==> src/rtl/edge_sum_param.sv <==
// Pipelined thermometer-code edge encoder: counts tap edges of a selectable
// polarity and sums their global positions, with cascade offset and saturation.
module edge_sum_param #(
   parameter int GROUP  = 6,
   parameter int NGROUP = 8,
   parameter int INDEX  = 0,
   parameter int SUM_W  = 16,
   parameter int CNT_W  = $clog2(GROUP*NGROUP+1)
) (
   input  logic                     clk,
   input  logic                     rst_n,
   input  logic                     din_valid,
   input  logic [GROUP*NGROUP-1:0]  din,
   input  logic                     cin,
   input  logic [1:0]               mode,
   output logic                     dout_valid,
   output logic [CNT_W-1:0]         edge_count,
   output logic [SUM_W-1:0]         sum_position,
   output logic                     ovf
);
   localparam int WIDTH = GROUP*NGROUP;
   localparam int LC_W  = $clog2(GROUP+1);
   localparam int LS_W  = $clog2(GROUP*(GROUP+1)/2+1);
   localparam int S_W   = $clog2(WIDTH*(WIDTH+1)/2+1);
   localparam int T_W   = $clog2(WIDTH*(WIDTH+1)/2 + WIDTH*INDEX*WIDTH + 1);
   localparam int X_W   = ((T_W > SUM_W) ? T_W : SUM_W) + 1;
   localparam logic [X_W-1:0] OFFSET = X_W'(INDEX*WIDTH);

   // Valid-only stream: din_valid qualifies din/cin/mode for one cycle; there is
   // no ready, the pipe never stalls, and dout_valid marks each result for one cycle.
   logic [3:0]        vld_d, vld_q;
   logic [WIDTH-1:0]  prev, edge_d, edge_q;
   logic [LC_W-1:0]   gcnt_d [NGROUP];
   logic [LC_W-1:0]   gcnt_q [NGROUP];
   logic [LS_W-1:0]   gsum_d [NGROUP];
   logic [LS_W-1:0]   gsum_q [NGROUP];
   logic [CNT_W-1:0]  ctree [2*NGROUP-1];
   logic [S_W-1:0]    stree [2*NGROUP-1];
   logic [CNT_W-1:0]  cnt3_d, cnt3_q, cnt4_d, cnt4_q;
   logic [S_W-1:0]    sum3_d, sum3_q;
   logic [X_W-1:0]    t_full;
   logic [SUM_W-1:0]  sum4_d, sum4_q;
   logic              ovf4_d, ovf4_q;
   logic              dout_valid_d, dout_valid_q;
   logic [CNT_W-1:0]  edge_count_d, edge_count_q;
   logic [SUM_W-1:0]  sum_position_d, sum_position_q;
   logic              ovf_d, ovf_q;

   // Stage 1: bit i compares against bit i-1, with cin standing in below bit 0.
   always_comb begin
      vld_d = {vld_q[2:0], din_valid};
      prev  = {din[WIDTH-2:0], cin};
      case (mode)
         2'b00:   edge_d = din & ~prev;
         2'b01:   edge_d = ~din & prev;
         default: edge_d = din ^ prev;
      endcase
   end

   // Stage 2: per-group local count and local position sum.
   always_comb begin
      for (int g = 0; g < NGROUP; g++) begin
         gcnt_d[g] = '0;
         gsum_d[g] = '0;
         for (int j = 0; j < GROUP; j++) begin
            if (edge_q[g*GROUP+j]) begin
               gcnt_d[g] = gcnt_d[g] + LC_W'(1);
               gsum_d[g] = gsum_d[g] + LS_W'(j+1);
            end
         end
      end
   end

   // Stage 3: heap-indexed balanced tree, leaves at NGROUP-1 .. 2*NGROUP-2.
   always_comb begin
      for (int g = 0; g < NGROUP; g++) begin
         ctree[NGROUP-1+g] = CNT_W'(gcnt_q[g]);
         stree[NGROUP-1+g] = S_W'(gsum_q[g]) + S_W'(gcnt_q[g]) * S_W'(g*GROUP);
      end
      for (int k = NGROUP-2; k >= 0; k--) begin
         ctree[k] = ctree[2*k+1] + ctree[2*k+2];
         stree[k] = stree[2*k+1] + stree[2*k+2];
      end
      cnt3_d = ctree[0];
      sum3_d = stree[0];
   end

   // Stage 4 and output registers; X_W always leaves at least one bit above SUM_W.
   always_comb begin
      t_full         = X_W'(sum3_q) + X_W'(cnt3_q) * OFFSET;
      ovf4_d         = |t_full[X_W-1:SUM_W];
      sum4_d         = ovf4_d ? '1 : t_full[SUM_W-1:0];
      cnt4_d         = cnt3_q;
      dout_valid_d   = vld_q[3];
      edge_count_d   = vld_q[3] ? cnt4_q : edge_count_q;
      sum_position_d = vld_q[3] ? sum4_q : sum_position_q;
      ovf_d          = vld_q[3] ? ovf4_q : ovf_q;
   end

   always_ff @(posedge clk or negedge rst_n) begin
      if (!rst_n) begin
         vld_q          <= '0;
         edge_q         <= '0;
         for (int g = 0; g < NGROUP; g++) begin
            gcnt_q[g] <= '0;
            gsum_q[g] <= '0;
         end
         cnt3_q         <= '0;
         sum3_q         <= '0;
         cnt4_q         <= '0;
         sum4_q         <= '0;
         ovf4_q         <= 1'b0;
         dout_valid_q   <= 1'b0;
         edge_count_q   <= '0;
         sum_position_q <= '0;
         ovf_q          <= 1'b0;
      end else begin
         vld_q          <= vld_d;
         edge_q         <= edge_d;
         for (int g = 0; g < NGROUP; g++) begin
            gcnt_q[g] <= gcnt_d[g];
            gsum_q[g] <= gsum_d[g];
         end
         cnt3_q         <= cnt3_d;
         sum3_q         <= sum3_d;
         cnt4_q         <= cnt4_d;
         sum4_q         <= sum4_d;
         ovf4_q         <= ovf4_d;
         dout_valid_q   <= dout_valid_d;
         edge_count_q   <= edge_count_d;
         sum_position_q <= sum_position_d;
         ovf_q          <= ovf_d;
      end
   end

   assign dout_valid   = dout_valid_q;
   assign edge_count   = edge_count_q;
   assign sum_position = sum_position_q;
   assign ovf          = ovf_q;

endmodule

==> config.mk <==
export PLATFORM = sky130hd
export DESIGN_NAME = edge_sum_param
export DESIGN_NICKNAME = d
export VERILOG_FILES = /design/src/rtl/edge_sum_param.sv
export SDC_FILE = /design/constraint.sdc
export NUM_CORES = 1
export LEC_CHECK = 0
export CORE_ASPECT_RATIO = 1.5
export CORE_MARGIN = 10
export CORE_UTILIZATION = 45
export CTS_BUF_LIST = sky130_fd_sc_hd__clkbuf_2
export CTS_CLUSTER_DIAMETER = 60
export DETAILED_ROUTE_END_ITERATION = 10
export PLACE_DENSITY = 0.64
export RECOVER_POWER = 25
export SLEW_MARGIN = 15
export SYNTH_ARGS = -nofsm -noshare
export SYNTH_HDL_FRONTEND = slang
export SYNTH_SLANG_ARGS = --single-unit
==> constraint.sdc <==
create_clock -name clk -period 8.7 [get_ports clk]
set_clock_uncertainty 0.2 [all_clocks]
set_input_delay 0.87 -clock clk [delete_from_list [all_inputs] [get_ports clk]]
set_output_delay 0.87 -clock clk [all_outputs]
set_load 0.02 [all_outputs]
* Word-level counts from Yosys, hierarchy flattened
Cells that the tools add are included.
** Word-level totals
- Register bits :: 168
** Cells by class
- Reduce and logical (&&, ||, !) cells :: 1
- Bitwise logic cells :: 5
- Add/subtract/negate cells :: 101
- Muxes and demuxes :: 97
- $mul :: 7
- Equal/unequal tests :: 1
** Operators by type and width (number)
- $mux W5 :: 40
- $add A3 B1 Y3 const B :: 40
- $add A5 B3 Y5 const B :: 24
- $mux W3 :: 40
- $and A48 B48 Y48 :: 2
- $not A48 Y48 :: 2
- $pmux W48 S2 :: 1
- $add A5 B2 Y5 const B :: 16
- $xor A48 B48 Y48 :: 1
- $add A5 B8 Y9 :: 3
- $mul A3 B4 Y7 const B :: 3
- $add A5 B9 Y10 :: 2
- $add A3 B3 Y4 :: 4
- $add A5 B7 Y8 :: 2
- $mux W1 :: 16
- $mul A3 B2 Y5 const B :: 3
- $add A10 B10 Y11 :: 1
- $add A10 B11 Y11 :: 1
- $add A11 B11 Y11 :: 1
- $add A8 B10 Y11 :: 1
- $add A4 B4 Y5 :: 2
- $add A8 B9 Y10 :: 1
- $add A9 B9 Y10 :: 1
- $mul A3 B5 Y8 const B :: 1
- other kinds (4) :: 4

* Logic depth before layout (Yosys ltp)
- Word-level depth :: 11
- Gate-level depth with buffers :: 21
- Gate-level depth less buffers :: 21

* Worst setup path after synthesis
OpenSTA, ideal clock, no wires.
- Path kind :: flip-flop to flip-flop
- Start point :: register gcnt_q (netlist bit ctree[12])
- End point :: register sum3_q[10]
- Setup slack :: 2.105 ns
- Period minus slack after synthesis :: 6.595 ns
- Stages on the path, launching flop included :: 22
- Buffers on the path :: 0
- Arrival :: 6.259 ns
- Cells stage by stage :: dfrtp_1 -> fa_1 -> ha_1 -> inv_1 -> fa_1 -> xnor2_1 -> fa_1 -> inv_1 -> fa_1 -> inv_1 -> fa_1 -> inv_1 -> fa_1 -> fa_1 -> inv_1 -> fa_1 -> inv_1 -> fa_1 -> a21oi_1 -> o21bai_1 -> a2111oi_0 -> nor3_1
** RTL lines
- start: declaration :: line 34 : logic [LC_W-1:0] gcnt_q [NGROUP];
- start signal: indexed assignment :: line 121 : gcnt_q[g] <= gcnt_d[g];
- end signal: assignment :: line 125 : sum3_q <= sum3_d;
- end: declaration :: line 40 : logic [S_W-1:0] sum3_d, sum3_q;

==> qor.yml <==
status:
  status: "finished, violations left"
  violations: "max-capacitance violations, max-slew violations"
grt:
  track_usage: 0.133
  grt_pass1_wl_um: 40900
  grt_use_met3: 0.0270
  grtUsageMet1: 0.148
  antenna_found_initial: 1
  grt_pass1_vias: 8781
  gr-usage-met2: 0.240
  busiest_layer: "met2"
  grt_max_degree: 97
  overflow: 0
cells_and_area:
  nets: 1711
  regArea_mm2: 0.00420
  fill_cells: 2817
  drive_gt1_frac: 0.0710
  multi_input_area_mm2: 0.00848
  area_growth_pct: 9.69
cts:
  cts_root_buf: "clkbuf_2"
  cts_buffer_depth: 2
  cts_sinks: 168
  cts_tree: "built"
  clk_latency_ns: 0.74
  ctsResizeCount: 0
  cts-buffers-inserted: 17
  path_clk_slew_ns: 0.22
  h-tree-depth: 4
placement:
  io_buffers: 71
  place_hpwl_um: 20300
  place.gp.congestion: 0.893
setup_path:
  crit_path_end_kind: "register"
  cp.arrival_ns: 7.38
  critPathKind: "reg2reg"
  critPathMaxFanout: 5
  reg2reg_slack_ns: 1.76
  cp-start-kind: "register"
  cp_data_required_time_ns: 9.14
sta:
  finalCriticalPeriod_ns: 6.94
  hold_viol_final: 0
  fin_setup_tns_ns: 0
  setup_viol: 0
  drv_slew: 86
  tightest_slew_ns: 4.48
  max_freq_mhz: 144
  relSlewSlack: -1.99
  rsz0062_at_grt: "no"
  period_share: 0.797
yosys:
  avgSynthCellArea_um2: 10.6
  synth_edf_count: 0
  ys.warnings.count: 0
  ys_seq_area_frac: 0.306
  ys_async_sr_fraction: 1.00
  synth_cell_type_count: 47
  synth-seq-cells: 168
  syn_area_mm2: 0.0137
  synthCells: 1293
  synth_ff_type: "dfrtp_1"
route:
  postRouteAntennaNets: 0
  vias_per_cell: 4.79
  wl_um: 23900
  drtIter0Drc: 255
  drc: 0
  dr.pass1.iters: 4
  wl_per_cell_um: 13.5
  vias: 8473
min_path:
  hold_path_class: "reg2reg"
die:
  initial_core_util: 0.455
  die_width_um: 163
  ios: 78
  die_h_um: 234
  coreArea_mm2: 0.0302
  die_area_mm2: 0.0380
  num_rows: 78
run:
  maxCapViolCount: 1
==> critical path: stages (launching register included) <==
cell and delay, ns:
dfrtp_1 0.54, fa_1 0.63, ha_1 0.19, inv_1 0.06, fa_1 0.39, xnor2_1 0.16, fa_1 0.54, inv_1 0.05
fa_1 0.47, inv_1 0.06, fa_1 0.53, inv_1 0.06, fa_1 0.50, fa_1 0.55, inv_1 0.05, fa_1 0.54
inv_1 0.07, fa_1 0.45, a21oi_1 0.17, o21bai_1 0.13, a2111oi_0 0.43, nor3_1 0.09
==> logic make-up after synthesis <==
family	after synthesis	share of synthesized area
adders and majority gates	303	0.325
muxes	48	0.0380
other	1	0.000273
buffers and inverters	266	0.0772
DFF	168	0.306
AOI/OAI and AO/OA	159	0.0842
and+or+nand+nor	233	0.0934
xor gates and xnor gates	115	0.0756
==> worst paths after layout <==
path                                   endpoint           startpoint  depth (start not counted)
setup / recovery           sum3_q[10]$_DFF_PN0_  ctree[12]$_DFF_PN0_                         21
hold / removal              sum4_q[5]$_DFF_PN0_  sum3_q[5]$_DFF_PN0_                          0
setup reg to reg           sum3_q[10]$_DFF_PN0_  ctree[12]$_DFF_PN0_                         21
hold reg to reg             sum4_q[5]$_DFF_PN0_  sum3_q[5]$_DFF_PN0_                          0
max in group asynchronous  gsum_q[21]$_DFF_PN0_                rst_n                          3
min in group asynchronous   sum4_q[4]$_DFF_PN0_                rst_n                          2
==> cells in the mapped netlist, types with 3 or more instances <==
library cell	n	area, um2
mux2i_1	15	150
inv_1	228	856
ha_1	214	2680
buf_4	14	105
a21oi_1	52	260
mux2_2	33	372
a211oi_1	48	360
a21o_1	4	30.0
dfrtp_1	168	4200
nor3b_1	14	105
or2_2	7	43.8
and2_1	11	68.8
fa_1	89	1780
nand3_1	15	75.1
buf_1	4	15.0
nor2_1	36	135
xor2_1	33	289
o31ai_1	9	67.6
a211o_1	7	61.3
nor2b_1	77	482
a22oi_1	7	52.6
o31ai_2	14	175
nor3_1	10	50.1
nand2b_1	8	50.1
o21ai_0	3	15.0
clkbuf_1	18	67.6
xor2_2	4	65.1
xnor2_1	78	683
and3b_1	7	61.3
o2111ai_1	8	70.1
nand2_1	42	158
==> sequential cells by signal, summed over array words and instances (netlist names) <==
signal and flops:
ctree 24, cnt4_q 6, edge_q 48, sum4_q 11
sum3_q 11, sum_position 11, cnt3_q 6, gsum_q 40
edge_count 6, vld_q 4, dout_valid 1
==> placed cells by master, fill, tap and decap left out, drive strengths merged, types with 37 or more instances in the layout <==
cell type and count:
inv 231, ha 214, dfrtp 168, fa 89, xnor2 78, nor2b 77, clkdlybuf4s50 67, a21oi 52
a211oi 48, nand2 42, xor2 37
==> layout make-up <==
cell class              instances  share of cell area
well taps                     400              0.0332
flip-flops and latches        168               0.279
diodes                          1            0.000166
clock buffers                  18             0.00598
multi-input cells             864               0.563
repair buffers                 75              0.0483
clock inverters                14              0.0130
inverters                     228              0.0569
==> repair_timing <==
action,4_1_cts,5_1_grt
buffers inserted,0,0
hold endpoints to repair,84,0
hold buffers,1,0
==> per-stage QoR <==
| stage | setup slack (ns) | utilization | instances | cell area [um2] | hold slack [ns] |
|---|---|---|---|---|---|
| 2_1_floorplan | 2.11 | - | 1298 | 13700 | 0.131 |
| 3_3_place_gp | 1.89 | 0.490 | 1734 | 14800 | 0.132 |
| 3_5_place_dp | 1.75 | 0.490 | 1734 | 14800 | 0.135 |
| 4_1_cts | 1.73 | 0.499 | 1767 | 15100 | 0.170 |
| 5_1_grt | 1.35 | 0.499 | 1768 | 15100 | 0.184 |
| 6_report | 1.76 | 0.499 | 1768 | 15100 | 0.170 |
==> metal layers <==
metal / vias to the layer above / wire, um / part of all wire
met2: 104 / 12300 / 0.52
li1: 4279 / - / -
met4: 0 / 743 / 0.031
met5: - / 0 / 0
met3: 24 / 754 / 0.032
met1: 4066 / 10000 / 0.42
Power is not shown: default switching activity piles up to over one toggle a cycle in this logic, so the estimate is an artifact.
